### src/rtl/fcs_tx_inserter_pkg.sv
// Shared definitions for the transmit FCS inserter.
//
// Contents:
//   state_e          one-hot controller state encoding
//   CRC32_POLY_REFL  reflected CRC-32 polynomial
//   CRC32_INIT       CRC register value at the start of every frame
//   crc32_byte()     folds one byte into a reflected CRC-32 register
package fcs_tx_pkg;

    typedef enum logic [4:0] {
        ST_IDLE = 5'b00001,
        ST_DATA = 5'b00010,
        ST_PAD  = 5'b00100,
        ST_FCS  = 5'b01000,
        ST_GAP  = 5'b10000
    } state_e;

    localparam logic [31:0] CRC32_POLY_REFL = 32'hEDB88320;
    localparam logic [31:0] CRC32_INIT      = 32'hFFFFFFFF;

    // LSB-first bit-serial form unrolled over one byte. The result is the
    // raw register value; the FCS on the wire is its complement.
    function automatic logic [31:0] crc32_byte(input logic [31:0] crc,
                                               input logic [7:0]  data);
        logic [31:0] c;
        c = crc ^ {24'h000000, data};
        for (int i = 0; i < 8; i++) begin
            c = c[0] ? ((c >> 1) ^ CRC32_POLY_REFL) : (c >> 1);
        end
        return c;
    endfunction

endpackage

### src/rtl/fcs_tx_inserter_crc32_byte_upd.sv
// Combinational single-byte step of the reflected CRC-32.
//
// Ports:
//   crc_in   current CRC register value
//   data_in  byte to fold in
//   crc_out  CRC register value after folding data_in
module crc32_byte_upd
    import fcs_tx_pkg::*;
(
    input  logic [31:0] crc_in,
    input  logic [7:0]  data_in,
    output logic [31:0] crc_out
);

    assign crc_out = crc32_byte(crc_in, data_in);

endmodule

### src/rtl/fcs_tx_inserter.sv
// Byte-stream Ethernet TX FCS inserter with ready/valid on both sides.
// Pads short frames with zeros up to MIN_LEN, appends the CRC-32 FCS
// (LSB byte first), then holds off input for IFG cycles. Frames flagged
// with in_bypass on their sop beat pass through untouched.
//
// Ports:
//   clk, reset_b                  clock, async active-low reset
//   in_valid/in_ready/in_data     input byte handshake
//   in_sop/in_eop                 frame delimiters on the input
//   in_bypass                     per-frame bypass, sampled with sop
//   out_valid/out_ready/out_data  output byte handshake (single register)
//   out_sop/out_eop               frame delimiters on the output
//   err_pulse                     one-cycle pulse on a protocol error
//   stat_frames, stat_padded      wrapping frame / padded-frame counters
//
// State | meaning
// ------+-----------------------------------------------------------
// IDLE  | waiting for an sop byte; non-sop bytes are dropped (error)
// DATA  | forwarding frame bytes, folding them into the CRC
// PAD   | emitting 0x00 bytes until the frame reaches MIN_LEN
// FCS   | emitting the four complemented CRC bytes, eop on the last
// GAP   | eop beat draining downstream, then IFG idle cycles
module fcs_tx_inserter
    import fcs_tx_pkg::*;
#(
    parameter int MIN_LEN = 60,
    parameter int IFG     = 12,
    parameter int CNT_W   = 32
) (
    input  logic             clk,
    input  logic             reset_b,
    input  logic             in_valid,
    output logic             in_ready,
    input  logic [7:0]       in_data,
    input  logic             in_sop,
    input  logic             in_eop,
    input  logic             in_bypass,
    output logic             out_valid,
    input  logic             out_ready,
    output logic [7:0]       out_data,
    output logic             out_sop,
    output logic             out_eop,
    output logic             err_pulse,
    output logic [CNT_W-1:0] stat_frames,
    output logic [CNT_W-1:0] stat_padded
);

    localparam int LEN_W = (MIN_LEN > 1) ? $clog2(MIN_LEN + 1) : 1;
    localparam int GAP_W = (IFG > 1) ? $clog2(IFG + 1) : 1;
    localparam logic [LEN_W-1:0] MIN_LEN_L = LEN_W'(MIN_LEN);
    // Length after the sop byte; stays 0 when padding is disabled so the
    // saturation rule holds from the first byte.
    localparam logic [LEN_W-1:0] LEN_ONE   = LEN_W'((MIN_LEN > 0) ? 1 : 0);
    localparam logic [GAP_W-1:0] GAP_LOAD  = GAP_W'(IFG);
    localparam state_e           AFTER_EOP = (IFG == 0) ? ST_IDLE : ST_GAP;

    state_e             state_q, state_d;
    logic [31:0]        crc_q, crc_d;
    logic [LEN_W-1:0]   len_q, len_d;
    logic               bypass_q, bypass_d;
    logic [1:0]         fcs_idx_q, fcs_idx_d;
    logic [GAP_W-1:0]   gap_cnt_q, gap_cnt_d;
    logic               out_valid_q, out_valid_d;
    logic [7:0]         out_data_q, out_data_d;
    logic               out_sop_q, out_sop_d;
    logic               out_eop_q, out_eop_d;
    logic               err_q, err_d;
    logic [CNT_W-1:0]   stat_frames_q, stat_frames_d;
    logic [CNT_W-1:0]   stat_padded_q, stat_padded_d;
    // Keeps in_ready low while reset is asserted and for the first cycle after.
    logic               live_q, live_d;

    logic               adv;
    logic               in_fire;
    logic               out_fire;
    logic [31:0]        crc_seed;
    logic [7:0]         crc_byte_in;
    logic [31:0]        crc_next;
    logic [LEN_W-1:0]   len_inc;
    logic [LEN_W-1:0]   len_new;
    logic               eof_bypass;

    assign adv      = ~out_valid_q | out_ready;
    assign in_ready = live_q & adv & ((state_q == ST_IDLE) | (state_q == ST_DATA));
    assign in_fire  = in_valid & in_ready;
    assign out_fire = out_valid_q & out_ready;

    // An sop byte always restarts the CRC, so the seed is chosen by state
    // rather than by clearing the register at the end of each frame.
    assign crc_seed    = (state_q == ST_IDLE) ? CRC32_INIT : crc_q;
    assign crc_byte_in = (state_q == ST_PAD) ? 8'h00 : in_data;

    crc32_byte_upd u_crc (
        .crc_in  (crc_seed),
        .data_in (crc_byte_in),
        .crc_out (crc_next)
    );

    assign len_inc    = (len_q < MIN_LEN_L) ? len_q + LEN_W'(1) : len_q;
    assign len_new    = (state_q == ST_IDLE) ? LEN_ONE : len_inc;
    assign eof_bypass = (state_q == ST_IDLE) ? in_bypass : bypass_q;

    always_comb begin
        state_d       = state_q;
        crc_d         = crc_q;
        len_d         = len_q;
        bypass_d      = bypass_q;
        fcs_idx_d     = fcs_idx_q;
        gap_cnt_d     = gap_cnt_q;
        out_valid_d   = out_valid_q;
        out_data_d    = out_data_q;
        out_sop_d     = out_sop_q;
        out_eop_d     = out_eop_q;
        err_d         = 1'b0;
        live_d        = 1'b1;
        stat_padded_d = stat_padded_q;
        stat_frames_d = stat_frames_q;

        if (out_fire && out_eop_q) begin
            stat_frames_d = stat_frames_q + CNT_W'(1);
        end

        if (adv) begin
            // The output register empties unless a state below loads a beat.
            out_valid_d = 1'b0;
            out_data_d  = 8'h00;
            out_sop_d   = 1'b0;
            out_eop_d   = 1'b0;

            case (state_q)
                ST_IDLE, ST_DATA: begin
                    if (in_fire) begin
                        if ((state_q == ST_IDLE) && !in_sop) begin
                            err_d = 1'b1;
                        end else begin
                            err_d       = (state_q == ST_DATA) && in_sop;
                            out_valid_d = 1'b1;
                            out_data_d  = in_data;
                            out_sop_d   = (state_q == ST_IDLE);
                            crc_d       = crc_next;
                            len_d       = len_new;
                            bypass_d    = eof_bypass;
                            state_d     = ST_DATA;
                            if (in_eop) begin
                                if (eof_bypass) begin
                                    out_eop_d = 1'b1;
                                    state_d   = AFTER_EOP;
                                    gap_cnt_d = GAP_LOAD;
                                end else if (len_new < MIN_LEN_L) begin
                                    state_d       = ST_PAD;
                                    stat_padded_d = stat_padded_q + CNT_W'(1);
                                end else begin
                                    state_d   = ST_FCS;
                                    fcs_idx_d = 2'd0;
                                end
                            end
                        end
                    end
                end

                ST_PAD: begin
                    out_valid_d = 1'b1;
                    crc_d       = crc_next;
                    len_d       = len_inc;
                    if (len_inc == MIN_LEN_L) begin
                        state_d   = ST_FCS;
                        fcs_idx_d = 2'd0;
                    end
                end

                ST_FCS: begin
                    out_valid_d = 1'b1;
                    out_data_d  = ~crc_q[{fcs_idx_q, 3'b000} +: 8];
                    fcs_idx_d   = fcs_idx_q + 2'd1;
                    if (fcs_idx_q == 2'd3) begin
                        out_eop_d = 1'b1;
                        state_d   = AFTER_EOP;
                        gap_cnt_d = GAP_LOAD;
                    end
                end

                ST_GAP: begin
                    // While out_valid_q is set the eop beat is still ours and
                    // is being taken this cycle; the gap starts afterwards.
                    if (!out_valid_q) begin
                        if (gap_cnt_q <= GAP_W'(1)) begin
                            state_d = ST_IDLE;
                        end else begin
                            gap_cnt_d = gap_cnt_q - GAP_W'(1);
                        end
                    end
                end

                default: begin
                    state_d = ST_IDLE;
                end
            endcase
        end
    end

    always_ff @(posedge clk or negedge reset_b) begin
        if (!reset_b) begin
            state_q       <= ST_IDLE;
            crc_q         <= CRC32_INIT;
            len_q         <= '0;
            bypass_q      <= 1'b0;
            fcs_idx_q     <= 2'd0;
            gap_cnt_q     <= '0;
            out_valid_q   <= 1'b0;
            out_data_q    <= 8'h00;
            out_sop_q     <= 1'b0;
            out_eop_q     <= 1'b0;
            err_q         <= 1'b0;
            live_q        <= 1'b0;
            stat_frames_q <= '0;
            stat_padded_q <= '0;
        end else begin
            state_q       <= state_d;
            crc_q         <= crc_d;
            len_q         <= len_d;
            bypass_q      <= bypass_d;
            fcs_idx_q     <= fcs_idx_d;
            gap_cnt_q     <= gap_cnt_d;
            out_valid_q   <= out_valid_d;
            out_data_q    <= out_data_d;
            out_sop_q     <= out_sop_d;
            out_eop_q     <= out_eop_d;
            err_q         <= err_d;
            live_q        <= live_d;
            stat_frames_q <= stat_frames_d;
            stat_padded_q <= stat_padded_d;
        end
    end

    assign out_valid   = out_valid_q;
    assign out_data    = out_data_q;
    assign out_sop     = out_sop_q;
    assign out_eop     = out_eop_q;
    assign err_pulse   = err_q;
    assign stat_frames = stat_frames_q;
    assign stat_padded = stat_padded_q;

endmodule

### config.mk
export PLATFORM = sky130hd
export DESIGN_NAME = fcs_tx_inserter
export DESIGN_NICKNAME = d
export VERILOG_FILES = /design/src/rtl/fcs_tx_inserter_pkg.sv /design/src/rtl/fcs_tx_inserter_crc32_byte_upd.sv /design/src/rtl/fcs_tx_inserter.sv
export SDC_FILE = /design/constraint.sdc
export NUM_CORES = 1
export LEC_CHECK = 0
export CORE_ASPECT_RATIO = 2
export CORE_UTILIZATION = 50
export CTS_CLUSTER_DIAMETER = 50
export DETAILED_ROUTE_END_ITERATION = 10
export PLACE_DENSITY = 0.85
export SYNTH_ARGS = -nofsm -noshare
export SYNTH_HDL_FRONTEND = slang
export SYNTH_SLANG_ARGS = --single-unit
### constraint.sdc
create_clock -name clk -period 2.6 [get_ports clk]
set_input_delay 0.52 -clock clk [delete_from_list [all_inputs] [get_ports clk]]
set_output_delay 0.52 -clock clk [all_outputs]
set_load 0.05 [all_outputs]
[Word-level counts from Yosys, hierarchy flattened]
Cells that the tools add are included.
Cells by class
  add/subtract/negate cells: 5
  shifts and indexed selects: 1
  order comparisons: 3
  multipliers: 0
  mux-type cells: 63
  equality and inequality tests: 18
  bitwise operators: 19
  reduce and logical (&&, ||, !) cells: 15
  divide/modulo/power cells: 0
Operators by type and width (count)
  $mux W32: 11
  $not A13 Y14: 8
  $add A32 B1 Y32 const B: 2
  $pmux W32 S2: 1
  $mux W5: 8
  $mux W4: 8
  $shiftx A32 B6 Y8: 1
  $xor A32 B8 Y32: 1
  $mux W6: 4
  $mux W8: 3
  $ne A2 B2 Y1 const B: 10
  $pmux W5 S4: 1
  $pmux W8 S2: 1
  $mux W1: 15
  $reduce_and A7 Y1: 2
  $lt A6 B6 Y1 const B: 2
  $mux W2: 6
  $pmux W4 S3: 1
  $pmux W6 S2: 1
  $reduce_and A9 Y1: 1
  $not A8 Y8: 1
  $reduce_and A4 Y1: 2
  $reduce_and A8 Y1: 1
  $add A6 B1 Y6 const B: 1
  21 further kinds: 32
Storage, ports and cells
  RAM bits: 0
  latch bits: 0
  output and inout port bits: 77
  register bits after elaboration: 127
  input port bits: 15
  memories kept: 0
  bits in read-only memories: 0

[Longest topological paths before layout]
Gate-level depths: netlist of the first run.
  word-level depth: 22
  depth in mapped cells: 9
  gate-level depth less buffers: 8

[Cells and area by module]
A second synthesis of the first run with hierarchy kept.
Second synthesis, totals
  cells, all modules: 696
  area, all modules: 7377.1 um^2
Modules (own cells, without submodules)
  fcs_tx_inserter: cells an instance 632, area an instance 6374.9 um^2, instances 1, seq. area each 3219.3 um^2
  crc32_byte_upd: cells an instance 64, area an instance 1002.2 um^2, instances 1, seq. area each 0.0 um^2

[Least setup slack after synthesis of the first run]
OpenSTA, ideal clock, no wires.
  path type: register -> register
  from: register len_q[0]
  to: register fcs_idx_q[0]
  stages on the path, launching flop included: 8
  slack: 0.052 ns
  data arrival time: 2.423 ns
  library setup time: 0.125 ns
  clock period less this slack: 2.548 ns
  path buffers: 0
  cell sequence: dfrtp_1 -> ha_1 -> o21ai_0 -> a31o_1 -> or4_4 -> o31a_1 -> or4_4 -> mux2_4
On the way
  longest elaborated chain between the ends: 6
  elaborated cells between the ends (all ways): 9
Ends and longest elaborated chain
  start, declared: line fcs_tx_inserter.sv:59  | logic [LEN_W-1:0] len_q, len_d;
  start signal, assigned: line fcs_tx_inserter.sv:220  | len_q <= len_d;
  $add A6 B1 Y6 / $lt A6 B6 Y1 (equally long branches): line fcs_tx_inserter.sv:99  | assign len_inc = (len_q < MIN_LEN_L) ? len_q + LEN_W'(1) : len_q;
  $mux W6 *: line fcs_tx_inserter.sv:99
  $mux W6: line fcs_tx_inserter.sv:100  | assign len_new = (state_q == ST_IDLE) ? LEN_ONE : len_inc;
  $lt A6 B6 Y1: line fcs_tx_inserter.sv:149  | end else if (len_new < MIN_LEN_L) begin
  $ne A2 B2 Y1 (no source line)
  $reduce_and A8 Y1 (no source line) *
  end signal, assigned: line fcs_tx_inserter.sv:222  | fcs_idx_q <= fcs_idx_d;
  end, declared: line fcs_tx_inserter.sv:61  | logic [1:0] fcs_idx_q, fcs_idx_d;
Every way passes the cells marked *; elsewhere a longest branch is shown, timed or not.
A chain may end at the register's enable or synchronous reset.

[Final worst setup path of the first run]
  from: register state_q[0]
  to: register crc_q[22]
On the way
  longest elaborated chain between the ends: 19
  elaborated cells between the ends (all ways): 31
Ends and longest elaborated chain
  start, declared: line fcs_tx_inserter.sv:57  | state_e state_q, state_d;
  start signal, assigned: line fcs_tx_inserter.sv:218  | state_q <= state_d;
  $eq A5 B1 Y1
  $mux W32: line fcs_tx_inserter.sv:90  | assign crc_seed = (state_q == ST_IDLE) ? CRC32_INIT : crc_q;
  $xor A32 B8 Y32: line fcs_tx_inserter_pkg.sv:26  | c = crc ^ {24'h000000, data};
  $not A13 Y14 (no source line)
  $mux W32 (2 in a row): line fcs_tx_inserter_pkg.sv:28  | c = c[0] ? ((c >> 1) ^ CRC32_POLY_REFL) : (c >> 1);
  $not A13 Y14 (no source line)
  $mux W32: line fcs_tx_inserter_pkg.sv:28
  $not A13 Y14 (no source line)
  $mux W32 (2 in a row): line fcs_tx_inserter_pkg.sv:28
  $not A13 Y14 (no source line)
  $mux W32: line fcs_tx_inserter_pkg.sv:28
  $not A13 Y14 (no source line)
  $mux W32 (2 in a row): line fcs_tx_inserter_pkg.sv:28
  $mux W32: line fcs_tx_inserter.sv:133  | if ((state_q == ST_IDLE) && !in_sop) begin
  $mux W32: line fcs_tx_inserter.sv:132  | if (in_fire) begin
  $pmux W32 S2: line fcs_tx_inserter.sv:130  | case (state_q)
  end signal, assigned: line fcs_tx_inserter.sv:219  | crc_q <= crc_d;
  end, declared: line fcs_tx_inserter.sv:58  | logic [31:0] crc_q, crc_d;
Several ways; a longest one is shown, not always the timed one. The select of a mux whose other input is x is not followed.

==> metrics.txt, run 1 <==
Die ar. 15000 um^2; worst reg-to-reg setup slack 0.07 ns; ranking of synthesized cells by area dfrtp_1 (32%), xnor2_1 (12%), dfstp_2 (12%); Port-buffer cells 91; Cells after Synth 711; setup ws final 0.06652 ns; antenna violations before repair 0; Peak Freq 394.7 MHz; R2R cell count 8; Crit path arrival time 2.88 ns; Yosys top cell area share 32.48%; fill cell count 1026; worst setup path startpoint state_q[0]$_DFFE_PN1P_; layout cells sized above 1 19.49%; Pins Over Slew Limit 0; CTS buffer count 17; gr usage total 29.07%; row cnt 61; Hold WC Path Type in -> async; RR Startpoint state_q[0]$_DFFE_PN1P_; Critical Path End crc_q[22]$_DFFE_PN1P_; area of the multi-input gates 3880 um^2; startpoint types flop; Clock transition at path regs 0.06 ns; Netlist cell types 61; drt pass-1 iters 7; H-tree depth 4; sequential area share after synthesis 44.45%; Yosys Warn Count 0; Layout Skew 0.009005 ns; CP Capture Type flop; DRT iter0 DRCs 583; Peak VDD IR 0.9359 mV; leading area contributor after synthesis dfrtp_1; Worst Setup Path Type reg -> reg; ANT cells 0; EDFF count, synth 0; clk sinks 127; Mapped Avg Cell Area 10.19 um^2; total power draw 12.96 mW; routed wire length 20.85 mm; Hold Fails Final Rpt 0; CTS Root Cell clkbuf_16; DP HPWL 14.01 mm; crit path time final 2.533 ns; Clock Latency Late Sink 0.43 ns; status finished clean; Req. time, crit path 2.95 ns; Seq cells post-synth 127; Synth Flop Type dfrtp_1; DRC Markers 0; die height 172.2 um; area of the core 14040 um^2; vias in the first global route 6391; gpl congestion 0.9866; power density cells 1370 nW/um^2; leak pwr 4.061 nW; Final ANT Viol Nets 0; hold bufs inserted after CTS 0; I/O pin cnt 92; CP max FO 12; effective utilization at floorplan 51.57%; maximum clock path buffer count 2; DR WL/cell 19.84 um; first-pass GRT wire length 32.76 mm; vias post-DR 6251; die width 87.10 um; Worst slew margin 54.82%; syn_nets 732; period utilization 97.44%; area of the mapped netlist 7242 um^2; DR vias/cell 5.948; Area Overhead vs Synth 30.60%; final setup vio count 0; reg2reg end crc_q[22]$_DFFE_PN1P_; CTS tree yes; Synth async-reset ratio 100.0%; GR Overflow Total 0; Worst-Margin Slew 0.6770 ns; Layout Nets 870; largest net degree at the start of global routing 66; Max Cap Viol 0; register area 3221 um^2; Place WS -0.1114 ns
==> kinds of logic after synthesis <==
group           synth area share (%)
fa+ha+maj                      1.037
simple gates                   18.02
flops                          44.45
buf+inv                        2.574
compound gates                 8.812
other cells                  0.05178
xor+xnor                       20.34
mux                            4.717
==> state kept, by name, indices dropped and copies added, names as in the netlist <==
signal,count
len_q,6
live_q,1
stat_frames,32
gap_cnt_q,4
out_eop,1
state_q,5
bypass_q,1
stat_padded,32
out_sop,1
fcs_idx_q,2
err_pulse,1
out_data,8
crc_q,32
out_valid,1
==> layout make-up <==
cell class                      count  share of cell area, %
Clock buffer                       18                  4.538
Clock inverter                     14                  2.170
Timing Repair Buffer              156                  15.40
Tap cell                          189                  2.500
Sequential cell                   127                  34.05
Multi-Input combinational cell    539                  41.02
Inverter                            8                 0.3175
==> how the worst min path moves through the flow <==
stage | start | end | cells past startpoint
after floorplan | reset_b | bypass_q$_DFFE_PN0P_ | 0
after global placement | stat_frames[31]$_DFFE_PN0P_ | stat_frames[31]$_DFFE_PN0P_ | 1
after detailed placement | out_data[3]$_DFFE_PN0N_ | out_data[3]$_DFFE_PN0N_ | 2
after CTS | reset_b | stat_padded[17]$_DFFE_PN0P_ | 1
after global routing | reset_b | stat_padded[16]$_DFFE_PN0P_ | 1
final | reset_b | stat_padded[17]$_DFFE_PN0P_ | 1
==> repair_timing <==
item                       CTS  global route
setup buffers                1             4
setup endpoints to repair    3            22
gates resized for setup      2             6
pin swaps                    2             2
==> layer usage <==
| metal | routed length, um | vias to the layer above | GRT usage (%) | share of wire [%] |
|---|---|---|---|---|
| met1 | 6973 | 3095 | 30.61 | 33 |
| met2 | 11400 | 301 | 51.63 | 55 |
| met5 | 0 | - | 0 | 0 |
| met4 | 1330 | 0 | 19.74 | 6.4 |
| met3 | 1140 | 103 | 5.346 | 5.5 |
| li1 | - | 2752 | - | - |
==> cells in the mapped netlist (all sizes together) (7+ instances only) <==
master,n
xnor2,103
dfrtp,94
nand2,73
o21ai,58
nor2,52
xor2,35
dfstp,33
a21oi,31
nand3,29
nand4,29
and3,23
buf,19
clkbuf,18
mux2,11
xnor3,10
inv,8
mux4,8
nor3,8
and4,7
==> where the power goes <==
group	switching, mW	internal [mW]	leakage [nW]	total (mW)
registers	0.483	2.62	1.63	3.10
clock network	0.970	1.63	0.308	2.60
logic	3.87	3.39	2.12	7.26
total	5.32	7.63	4.06	13.0
==> critical path, cell delays in order, from the launching register on <==
cell	delay (ns)
dfstp_2	0.52
buf_4	0.20
nor3b_2	0.20
buf_4	0.24
o21ai_0	0.16
a311oi_1	0.41
buf_4	0.20
xnor3_1	0.38
o21ai_1	0.15
==> per-stage QoR <==
step / setup TNS, ns / area, um^2 / hold slack (ns) / instances / util, %
2_1_floorplan: 0 / 7242 / 0.2244 / 711 / -
3_3_place_gp: -0.07819 / 8756 / 0.4566 / 1014 / 62.35
3_5_place_dp: -0.3636 / 8756 / 0.4693 / 1014 / 62.35
4_1_cts: 0 / 9408 / 0.07549 / 1047 / 66.99
5_1_grt: -0.05605 / 9458 / 0.09307 / 1051 / 67.35
6_report: 0 / 9458 / 0.06213 / 1051 / 67.35
==> cell usage in the layout, fill, tap and decap left out, types with 3 or more instances in the layout <==
master / netlist / final
inv_6: 0 / 4
a21oi_1: 31 / 31
clkdlybuf4s50_1: 0 / 89
or2_2: 3 / 3
o21ai_0: 42 / 41
buf_12: 0 / 5
mux2_1: 5 / 5
xor2_1: 34 / 33
nand4_1: 29 / 29
ha_1: 6 / 5
dfrtp_1: 94 / 93
nor3_1: 8 / 7
mux2i_1: 3 / 3
xnor2_1: 102 / 101
buf_4: 0 / 62
and4_1: 7 / 7
inv_1: 8 / 8
dfstp_2: 33 / 33
nor4_1: 3 / 3
clkinv_4: 0 / 3
and2_1: 6 / 6
o31ai_1: 4 / 4
nand2_1: 73 / 73
mux4_2: 8 / 8
nor2_1: 52 / 51
clkbuf_16: 0 / 17
xnor3_1: 10 / 10
and3_1: 22 / 22
o21ai_1: 16 / 16
nand3_1: 29 / 29
bufinv_16: 0 / 4
mux2_2: 4 / 4
(Power assumes the default switching activity.)
==> run 2: changes to the inputs <==
--- a/config.mk
+++ b/config.mk
@@ -10,6 +10,7 @@
 export CTS_CLUSTER_DIAMETER = 50
 export DETAILED_ROUTE_END_ITERATION = 10
 export PLACE_DENSITY = 0.85
+export REMOVE_ABC_BUFFERS = 1
 export SYNTH_ARGS = -nofsm -noshare
 export SYNTH_HDL_FRONTEND = slang
 export SYNTH_SLANG_ARGS = --single-unit
==> run 2 against run 1 <==
Effect of this change: the run now ends with setup timing left; utilization down 0.60 points; total power decreased by 2.2%; largest cell class unchanged; count of clock-buffer cells in the layout fell by 1; worst hold slack got worse by 0.021 ns; fmax fell by 2.7%; worst setup slack worse by 0.071 ns; combinational power about the same; global-route usage decreased by 2.0 points; register-to-register slack got worse by 0.07 ns; final area is 0.89% lower; critical endpoint is now fcs_idx_q[0]$_DFFE_PN0P_; sequential share of layout area increased by 0.30 points.
==> metrics.txt, run 2 (synthesis gave the netlist of run 1 again) <==
status complete, but fails checks; failing checks setup timing; vias in the first global route 6061; I/O pin cnt 92; Pins Over Slew Limit 0; setup TNS -0.006590 ns; Peak Freq 383.9 MHz; DRT iter0 DRCs 329; CTS Root Cell clkbuf_16; drt pass-1 iters 5; die height 172.2 um; effective utilization at floorplan 51.57%; first-pass GRT wire length 30.57 mm; CP Buf/Inv Count 0; Clock transition at path regs 0.06 ns; Core Util, Final 66.75%; CP max FO 9; hold_ws 0.04067 ns; Final ANT Viol Nets 0; critical path, cell by cell nand2_1 > a31o_1 > or4_4 > o31a_1 > or4_4 > mux2_4; Hold Fails Final Rpt 0; largest net degree at the start of global routing 42; layout cells sized above 1 19.28%; crit path time final 2.605 ns; CTS tree yes; Hold WC Path Type in -> async; final setup vio count 2; slowest CP cell dfrtp_1; Port-buffer cells 91; row cnt 61; Crit path arrival time 2.91 ns; setup ws final -0.004860 ns; crit-path leading delay family simple AND/OR/NAND/NOR gates; Layout Nets 870; antenna violations before repair 0; GR Overflow Total 0; CP Capture Type flop; Req. time, crit path 2.90 ns; Worst slew margin 56.61%; highest-count cells in the layout ignoring fill and taps xnor2_1 (102), dfrtp_1 (93), clkdlybuf4s50_1 (89); Area Overhead vs Synth 29.44%; Layout Skew 0.008465 ns; clock share of power 18.2%; DR vias/cell 5.827; Worst-Margin Slew 0.6502 ns; ANT cells 0; H-tree depth 4; commonest non-fill, non-tap cell in the layout xnor2_1; Peak VDD IR 0.9154 mV; Max Cap Viol 0; clk sinks 127; maximum clock path buffer count 2; power density cells 1352 nW/um^2; gpl congestion 0.9804; leak pwr 4.024 nW; Clock Latency Late Sink 0.42 ns; CTS buffer count 17; Psw 5.259 mW; vias post-DR 6118; DP HPWL 14.15 mm; Crit path top cell by count or4_4; Comb power frac 57.5%; gr usage total 27.05%; die width 87.10 um; area of the core 14040 um^2; startpoint types flop; period utilization 100.2%; DRC Markers 0; switching fraction of total power 41.50%; RSZ-0062 raised after global routing yes; Max stage delay on crit path 0.52 ns; routed wire length 19.46 mm; DR WL/cell 18.54 um; sequential power share 24.3%; total power draw 12.67 mW; Internal Power 7.413 mW; Worst Setup Path Type reg -> reg; Die ar. 15000 um^2
## run 2: cell count changes in the layout (fill, tap and decap cells not counted), moves of 2 or more
cell,change
clkinv_4,+2
bufinv_16,-2
clkinv_2,+4
inv_6,-3
## run 2: repair_timing
action | CTS | global route
gates resized for setup | 2 | 6
setup buffers | 1 | 4
cloned | 0 | 0
hold buffers | 0 | 0
pin swaps | 0 | 4
endpoints found under the setup margin | 3 | 18
## run 2: final cells by class
class	count	area, um^2
clock buffer	17	425.4
clock inverter	14	145.1
sequential	127	3221
tap	189	236.5
fill	1029	4669
multi-input combinational	539	3869
inverter	8	30.03
timing repair buffer	156	1448
## run 2: path summary, 6_finish.rpt
check                      slack, ns                        start                           to  depth (start not counted)
max                           -0.005         len_q[3]$_DFFE_PN0P_     fcs_idx_q[0]$_DFFE_PN0P_                          6
min                             0.04                      reset_b  stat_padded[31]$_DFFE_PN0P_                          1
max reg2reg                   -0.005         len_q[3]$_DFFE_PN0P_     fcs_idx_q[0]$_DFFE_PN0P_                          6
min reg2reg                     0.47  stat_frames[31]$_DFFE_PN0P_  stat_frames[31]$_DFFE_PN0P_                          1
max in group asynchronous       1.84                      reset_b        crc_q[13]$_DFFE_PN1P_                          2
min in group clk                0.47  stat_frames[31]$_DFFE_PN0P_  stat_frames[31]$_DFFE_PN0P_                          1
## run 2: layer usage
metal	up-vias	global-route usage (%)	routed length (um)
li1	2750	-	-
met1	2958	27.42	6790
met2	306	48.37	10230
met3	104	5.203	1062
met4	0	19.74	1381
met5	-	0	0
## run 2: stage by stage
| stage | area [um^2] | setup slack (ns) | std cells |
|---|---|---|---|
| after detailed placement | 8743 | -0.06201 | 1014 |
| after CTS | 9331 | 0.001328 | 1046 |
| after global placement | 8743 | 0.02126 | 1014 |
| final | 9374 | -0.004860 | 1050 |
| after floorplan | 7086 | -1.240 | 674 |
| after global routing | 9374 | -0.05287 | 1050 |
## run 2: power groups by stage
| stage | Combinational, mW | Sequential, mW | Clock [mW] |
|---|---|---|---|
| after floorplan | 4.65 | 3.22 | 0 |
| after detailed placement | 7.06 | 3.09 | 0 |
| final | 7.28 | 3.08 | 2.31 |
| after global placement | 6.88 | 3.07 | 0 |
| after CTS | 7.14 | 3.07 | 2.33 |
| after global routing | 7.75 | 3.13 | 2.41 |
